--- config.mk ---
export PLATFORM = sky130hd
export DESIGN_NAME = fp16_result_deserializer_flat
export DESIGN_NICKNAME = d
export VERILOG_FILES = /design/src/rtl/fp16_result_deserializer_if.sv /design/src/rtl/fp16_result_deserializer.sv /design/src/flat_wrapper.sv
export SDC_FILE = /design/constraint.sdc
export NUM_CORES = 1
export LEC_CHECK = 0
export BUFFER_PORTS_ARGS = -buffer_cell sky130_fd_sc_hd__buf_2
export CAP_MARGIN = 20
export CORE_ASPECT_RATIO = 0.75
export CORE_MARGIN = 8
export CORE_UTILIZATION = 53
export DETAILED_ROUTE_END_ITERATION = 7
export GPL_TIMING_DRIVEN = 0
export PLACE_DENSITY_LB_ADDON = 0.12
export SLEW_MARGIN = 20
export SYNTH_ARGS = -nofsm -noshare
export SYNTH_HDL_FRONTEND = slang
export SYNTH_SLANG_ARGS = --single-unit
export TNS_END_PERCENT = 30
--- constraint.sdc ---
create_clock -name clk -period 3.2 [get_ports clk]
set_clock_uncertainty 0.2 [all_clocks]
set_input_delay 0.8 -clock clk [delete_from_list [all_inputs] [get_ports clk]]
set_output_delay 0.8 -clock clk [all_outputs]
set_load 0.01 [all_outputs]
--- src/rtl/fp16_result_deserializer_if.sv ---
// ---------------------------------------------------------------------------
// fp16_result_deserializer_if
// Groups the serial input stream and the parallel result handshake of the
// FP16 result deserializer.
//   s_bit     serial result bit, MSB (sign) first
//   s_tready  qualifier: s_bit is valid in every cycle this is high
//   m_tdata   head-of-FIFO word {sign, exp[4:0], frac[9:0]}
//   m_flags   {nan, inf, zero, sub} classification of m_tdata
//   m_tvalid  FIFO non-empty
//   m_tready  consumer accepts the head word
// The slave modport is the deserializer's view; master is the environment's.
// ---------------------------------------------------------------------------
interface fp16_result_deserializer_if;
  logic        s_bit;
  logic        s_tready;
  logic [15:0] m_tdata;
  logic [3:0]  m_flags;
  logic        m_tvalid;
  logic        m_tready;

  modport slave (
    input  s_bit, s_tready, m_tready,
    output m_tdata, m_flags, m_tvalid
  );

  modport master (
    output s_bit, s_tready, m_tready,
    input  m_tdata, m_flags, m_tvalid
  );
endinterface

--- src/rtl/fp16_result_deserializer.sv ---
// ---------------------------------------------------------------------------
// fp16_result_deserializer
// Reassembles MSB-first serial FP16 results into 16-bit words, buffers them
// in a DEPTH-entry FIFO and presents the head word with its classification.
// Ports:
//   clk        system clock, rising edge
//   res        synchronous active-high reset
//   bus        serial input + parallel valid/ready output (slave modport)
//   level      current FIFO occupancy (0..DEPTH)
//   overflow   sticky: a completed word was dropped on a full FIFO
//   frame_err  sticky: a partial frame was aborted by a gap timeout
//   drop_cnt   number of dropped words, saturating at all-ones
// ---------------------------------------------------------------------------
module fp16_result_deserializer #(
  parameter int DEPTH   = 4,
  parameter int GAP_MAX = 8,
  parameter int CNT_W   = 8
) (
  input  logic                     clk,
  input  logic                     res,
  fp16_result_deserializer_if.slave bus,
  output logic [$clog2(DEPTH):0]   level,
  output logic                     overflow,
  output logic                     frame_err,
  output logic [CNT_W-1:0]         drop_cnt
);

  localparam int AW = $clog2(DEPTH);
  localparam int GW = $clog2(GAP_MAX + 1);

  localparam logic [0:0] ST_IDLE  = 1'b0;
  localparam logic [0:0] ST_SHIFT = 1'b1;

  // {nan, inf, zero, sub} from exponent/fraction; sign does not matter.
  function automatic logic [3:0] classify(input logic [14:0] ef);
    logic [4:0] e;
    logic [9:0] f;
    e = ef[14:10];
    f = ef[9:0];
    return {(e == 5'h1F) && (f != 10'h000),
            (e == 5'h1F) && (f == 10'h000),
            (e == 5'h00) && (f == 10'h000),
            (e == 5'h00) && (f != 10'h000)};
  endfunction

  logic [0:0]       state_q, state_d;
  // Only the 15 older bits are held; the 16th bit is taken straight from
  // s_bit in the completing cycle.
  logic [14:0]      shreg_q, shreg_d;
  logic [3:0]       cnt_q, cnt_d;
  logic [GW-1:0]    gap_q, gap_d;
  logic [AW:0]      wr_ptr_q, wr_ptr_d;
  logic [AW:0]      rd_ptr_q, rd_ptr_d;
  logic [15:0]      mem_q [DEPTH];
  logic             overflow_q, overflow_d;
  logic             frame_err_q, frame_err_d;
  logic [CNT_W-1:0] drop_cnt_q, drop_cnt_d;

  logic        push_s, abort_s, pop_s, wr_en_s, drop_s, empty_s, full_s;
  logic [15:0] word_s, head_s;

  assign word_s  = {shreg_q, bus.s_bit};
  assign empty_s = (wr_ptr_q == rd_ptr_q);
  assign full_s  = (wr_ptr_q[AW] != rd_ptr_q[AW]) &&
                   (wr_ptr_q[AW-1:0] == rd_ptr_q[AW-1:0]);
  assign pop_s   = !empty_s && bus.m_tready;
  // A pop in the same cycle frees the slot, so a full FIFO still accepts.
  assign wr_en_s = push_s && (!full_s || pop_s);
  assign drop_s  = push_s && full_s && !pop_s;

  // Serial frame assembly and gap-timeout FSM.
  always_comb begin
    state_d = state_q;
    shreg_d = shreg_q;
    cnt_d   = cnt_q;
    gap_d   = gap_q;
    push_s  = 1'b0;
    abort_s = 1'b0;
    if (bus.s_tready) begin
      shreg_d = {shreg_q[13:0], bus.s_bit};
    end else begin
      shreg_d = shreg_q;
    end
    case (state_q)
      ST_IDLE: begin
        gap_d = '0;
        if (bus.s_tready) begin
          cnt_d   = 4'd1;
          state_d = ST_SHIFT;
        end else begin
          cnt_d = 4'd0;
        end
      end
      ST_SHIFT: begin
        if (bus.s_tready) begin
          gap_d = '0;
          if (cnt_q == 4'd15) begin
            push_s  = 1'b1;
            cnt_d   = 4'd0;
            state_d = ST_IDLE;
          end else begin
            cnt_d = cnt_q + 4'd1;
          end
        end else if (gap_q == GW'(GAP_MAX - 1)) begin
          abort_s = 1'b1;
          gap_d   = '0;
          cnt_d   = 4'd0;
          state_d = ST_IDLE;
        end else begin
          gap_d = gap_q + GW'(1);
        end
      end
      default: begin
        gap_d   = '0;
        cnt_d   = 4'd0;
        state_d = ST_IDLE;
      end
    endcase
  end

  // FIFO pointer and sticky status next-state.
  always_comb begin
    wr_ptr_d    = wr_ptr_q;
    rd_ptr_d    = rd_ptr_q;
    overflow_d  = overflow_q | drop_s;
    frame_err_d = frame_err_q | abort_s;
    drop_cnt_d  = drop_cnt_q;
    if (wr_en_s) begin
      wr_ptr_d = wr_ptr_q + (AW+1)'(1);
    end else begin
      wr_ptr_d = wr_ptr_q;
    end
    if (pop_s) begin
      rd_ptr_d = rd_ptr_q + (AW+1)'(1);
    end else begin
      rd_ptr_d = rd_ptr_q;
    end
    if (drop_s && (drop_cnt_q != {CNT_W{1'b1}})) begin
      drop_cnt_d = drop_cnt_q + CNT_W'(1);
    end else begin
      drop_cnt_d = drop_cnt_q;
    end
  end

  // Control and status registers with synchronous reset.
  always_ff @(posedge clk) begin
    if (res) begin
      state_q     <= ST_IDLE;
      shreg_q     <= '0;
      cnt_q       <= 4'd0;
      gap_q       <= '0;
      wr_ptr_q    <= '0;
      rd_ptr_q    <= '0;
      overflow_q  <= 1'b0;
      frame_err_q <= 1'b0;
      drop_cnt_q  <= '0;
    end else begin
      state_q     <= state_d;
      shreg_q     <= shreg_d;
      cnt_q       <= cnt_d;
      gap_q       <= gap_d;
      wr_ptr_q    <= wr_ptr_d;
      rd_ptr_q    <= rd_ptr_d;
      overflow_q  <= overflow_d;
      frame_err_q <= frame_err_d;
      drop_cnt_q  <= drop_cnt_d;
    end
  end

  // FIFO storage; contents are only visible through a non-empty head.
  always_ff @(posedge clk) begin
    if (wr_en_s) begin
      mem_q[wr_ptr_q[AW-1:0]] <= word_s;
    end
  end

  assign head_s       = mem_q[rd_ptr_q[AW-1:0]];
  // Gate stale storage so an empty FIFO shows zero data and flags.
  assign bus.m_tdata  = empty_s ? 16'h0000 : head_s;
  assign bus.m_flags  = empty_s ? 4'b0000 : classify(head_s[14:0]);
  assign bus.m_tvalid = !empty_s;
  assign level        = wr_ptr_q - rd_ptr_q;
  assign overflow     = overflow_q;
  assign frame_err    = frame_err_q;
  assign drop_cnt     = drop_cnt_q;

endmodule
--- src/flat_wrapper.sv ---
// flat-port wrapper written by rule: the top's interface ports become plain ports
module fp16_result_deserializer_flat 
#(
  parameter int DEPTH   = 4,
  parameter int GAP_MAX = 8,
  parameter int CNT_W   = 8
)
  (clk, res, level, overflow, frame_err, drop_cnt, bus_s_bit, bus_s_tready, bus_m_tready, bus_m_tdata, bus_m_flags, bus_m_tvalid);
  fp16_result_deserializer_if bus_i ();
  input  logic clk;
  input  logic res;
  output logic [$clog2(DEPTH):0] level;
  output logic overflow;
  output logic frame_err;
  output logic [CNT_W-1:0] drop_cnt;
  input wire logic [$bits(bus_i.s_bit)-1:0] bus_s_bit;
  input wire logic [$bits(bus_i.s_tready)-1:0] bus_s_tready;
  input wire logic [$bits(bus_i.m_tready)-1:0] bus_m_tready;
  output wire logic [$bits(bus_i.m_tdata)-1:0] bus_m_tdata;
  output wire logic [$bits(bus_i.m_flags)-1:0] bus_m_flags;
  output wire logic [$bits(bus_i.m_tvalid)-1:0] bus_m_tvalid;
  assign bus_i.s_bit = bus_s_bit;
  assign bus_i.s_tready = bus_s_tready;
  assign bus_i.m_tready = bus_m_tready;
  assign bus_m_tdata = bus_i.m_tdata;
  assign bus_m_flags = bus_i.m_flags;
  assign bus_m_tvalid = bus_i.m_tvalid;
  fp16_result_deserializer #(.DEPTH(DEPTH), .GAP_MAX(GAP_MAX), .CNT_W(CNT_W)) u_core (.clk(clk), .res(res), .bus(bus_i), .level(level), .overflow(overflow), .frame_err(frame_err), .drop_cnt(drop_cnt));
endmodule
==> run metrics <==
status complete, but fails checks; violated checks negative setup slack; PwrDens about 450 mW/mm2; RSZ-0062 raised after global routing yes; Slew Viols, Final 0; kind of critical path reg -> out; Core Region 0.00795 mm2; Most used DFF post-synth edfxtp_1; io pins 39; adder-cell share of the synthesized area 0.0333; Vias approximately 2600; Starting Density 0.548; worst-skew pair later-pin latency 0.36 ns; ys async rst share 0; clock share of power 0.347; clock sink count between 100 and 150; top cells by area, synth edfxtp_1, dfxtp_1, mux4_2, mux2i_1, nor2_1; crit-path max FO 7; sequential share of the synthesized area 0.634; initial drt markers between 100 and 150; arrival time worst endpoint roughly 2.5 ns; CTS tree done; All-Layer GR Usage 0.151; WP depth 6; DRC 0; CTS H-tree depth 3; worst slew pin tran around 0.77 ns; post-synth cell types 43; initial antenna violation count 0; DRT antenna net count 0; Max rail drop VDD a little over 200 uV; Worst Path Required around 2.2 ns; WHS Path Cells 1; worst setup margin -0.308 ns; first-pass GRT wire length ~13 mm; ranking of synthesized cells by instance count edfxtp_1, dfxtp_1, nor2_1, and2_1, mux2i_1; post-synthesis mux area share 0.127; reg-to-reg critical path startpoint u_core.wr_ptr_q[0]; crit path time final approximately 3.5 ns; critical path launch point type flip-flop; Max Freq between 200 and 300 MHz; Hold WC Path Type reg -> reg; largest family of logic cells by synthesized area multiplexers; clk slew on worst S/H paths ~0.11 ns; crit-path leading delay family simple AND/OR/NAND/NOR gates; CP max stage delay between 0.5 and 0.6 ns; TritonRoute pass-1 iters 4; R2R Setup Slk between 0.4 and 0.5 ns; post-synthesis xor/xnor area fraction 0.0161; crit path buf inv count 2; most instantiated library cell after synthesis edfxtp_1; post-synthesis compound-gate area fraction 0.0408; routed wire length ~8 mm; Mapped Avg Cell Area approximately 14 um2; final-layout fill cell count just over 600; FP Rows 28; vias in the first global route around 2600; Flop pwr share 0.636; synthesis-stage register bit count roughly 110; Nets between 300 and 400; Area growth syn-to-layout 14.9%; RR Endpoint u_core.mem_q[0][15]; post-DP HPWL ~5.5 mm; Pleak around 0.0019 uW; Int Power between 1500 and 2000 uW; largest net degree at the start of global routing 21; area of the mapped netlist around 0.0044 mm2; DIE WIDTH between 100 and 150 um; Synth Area in Simple Gates 0.127; Tcrit/Tclk final 1.10; clock buffer depth 2; vias per std cell about 5.4; yosys warns 0; slew margin rel. 0.490; PortBufs 38; die area between 0.01 and 0.015 mm2; setup TNS -0.940 ns; element type at the critical path end output port; grt total ovfl 0; switching pwr roughly 510 uW; clock root cell clkbuf_8; max cap viols 0; leading area contributor after synthesis edfxtp_1; Reg2Reg Depth 5; Cell Chain, Critical Path buf_8, mux4_2, or4_1, or3b_1, nor2_1, buf_2; Die Ht roughly 95 um; setup violators final 4; combinational power share 0.017; Final Hold Vio Count 0; Syn Inst Count between 300 and 400; routability cong. between 0.7 and 0.8; share of cells above drive strength 1 0.272; Synth top area share 0.441; Post-synth EDFFs 64; switching share of total power 0.225; drt wl/cell 16.7 um; antenna cells 0; overall power 2260 uW; Syn Nets 330; cell with the largest stage delay on the worst path or4_1; CP Capture Point bus_m_flags[1]; CTS buffer count 9
how the worst min path moves through the flow:
stage	startpoint	end	slack, ns
after detailed placement	u_core.gap_q[0]	u_core.gap_q[0]	0.24
after global routing	u_core.gap_q[0]	u_core.gap_q[0]	0.28
after floorplan	u_core.gap_q[0]	u_core.gap_q[0]	0.22
after global placement	u_core.gap_q[0]	u_core.gap_q[0]	0.23
final	u_core.gap_q[0]	u_core.gap_q[0]	0.25
after CTS	u_core.gap_q[0]	u_core.gap_q[0]	0.25
worst register-to-register path, cell delays in order (launching register included):
cell,delay [ns]
dfxtp_1,0.42
inv_1,0.11
ha_1,0.37
and3b_1,0.22
a211oi_2,0.52
and2_2,0.56
kinds of logic (layout without fill, tap and decap cells):
logic type | Yosys count | after routing
adders and majority gates | 11 | 11
DFF | 106 | 106
and+or+nand+nor | 103 | 103
muxes | 34 | 34
AOI/OAI and AO/OA | 29 | 29
buffers and inverters | 23 | 84
xor gates and xnor gates | 8 | 8
final cells by class:
class	count	area [um2]	area share
buffer	10	55.1	0.0110
clock buffer	9	124	0.0247
clock inverter	7	67.6	0.0135
inverter	11	41.3	0.00824
multi-input combinational	185	1560	0.311
sequential	106	2770	0.552
tap	105	131	0.0262
timing repair buffer	47	269	0.0537
metal layers:
| layer | up-vias | routed length [um] | global-route usage |
|---|---|---|---|
| met5 | - | 0 | 0 |
| met4 | 0 | 46 | 0.0466 |
| met3 | 4 | 364 | 0.0376 |
| met2 | 56 | 3780 | 0.237 |
| met1 | 1262 | 3840 | 0.204 |
| li1 | 1281 | - | - |
sequential cells by signal, summed over array words and instances (netlist names), named ones only:
name / cells
u_core.cnt_q: 4
u_core.drop_cnt: 8
u_core.frame_err: 1
u_core.gap_q: 4
u_core.mem_q: 64
u_core.overflow: 1
u_core.rd_ptr_q: 3
u_core.shreg_q: 15
u_core.state_q: 1
u_core.wr_ptr_q: 3
metrics by stage:
stage / instances / instance area (um2) / hold slack (ns) / worst slack [ns] / util
after floorplan: 314 / 4360 / 0.218 / 0.162 / -
after global placement: 457 / 4680 / 0.235 / -0.254 / 0.589
after detailed placement: 457 / 4680 / 0.236 / -0.334 / 0.589
after CTS: 479 / 4980 / 0.254 / -0.309 / 0.626
after global routing: 480 / 5010 / 0.282 / -0.423 / 0.630
final: 480 / 5010 / 0.254 / -0.308 / 0.630
power by group through the flow:
stage / Sequential [uW] / Clock (uW) / Combinational [uW]
finish: 1440 / 785 / 38.3
global route: 1440 / 859 / 42.8
CTS: 1440 / 809 / 38.5
detailed placement: 1470 / 0 / 38.5
global placement: 1470 / 0 / 37.5
floorplan: 1470 / 0 / 26.0
placed cells by master, fill, tap and decap left out, types with 3 or more instances in the layout:
| cell type | netlist | layout |
|---|---|---|
| buf_2 | 2 | 39 |
| o21ai_0 | 7 | 7 |
| clkbuf_1 | 7 | 4 |
| mux2i_1 | 16 | 16 |
| xor2_1 | 4 | 4 |
| and2_1 | 20 | 15 |
| inv_8 | 0 | 3 |
| buf_4 | 0 | 7 |
| inv_1 | 11 | 11 |
| nand3_1 | 7 | 6 |
| dfxtp_1 | 42 | 40 |
| nand2_1 | 10 | 10 |
| a21oi_1 | 12 | 12 |
| clkbuf_8 | 0 | 9 |
| or3_1 | 4 | 4 |
| nand4_1 | 3 | 3 |
| nor2b_1 | 3 | 3 |
| edfxtp_1 | 64 | 64 |
| mux4_2 | 13 | 15 |
| nor2_1 | 35 | 32 |
| xnor2_1 | 4 | 4 |
| ha_1 | 10 | 10 |
| or4_1 | 4 | 4 |
| and2_2 | 0 | 4 |
repair_timing:
| item | in CTS | in global routing |
|---|---|---|
| resized for setup | 20 | 13 |
| buffers inserted | 7 | 2 |
| endpoints found under the hold margin | 0 | 0 |
| pin swaps | 3 | 5 |
| setup endpoints to repair | 84 | 78 |
| hold buffers | 0 | 0 |
Note: power is estimated with default switching activity, not from simulation.
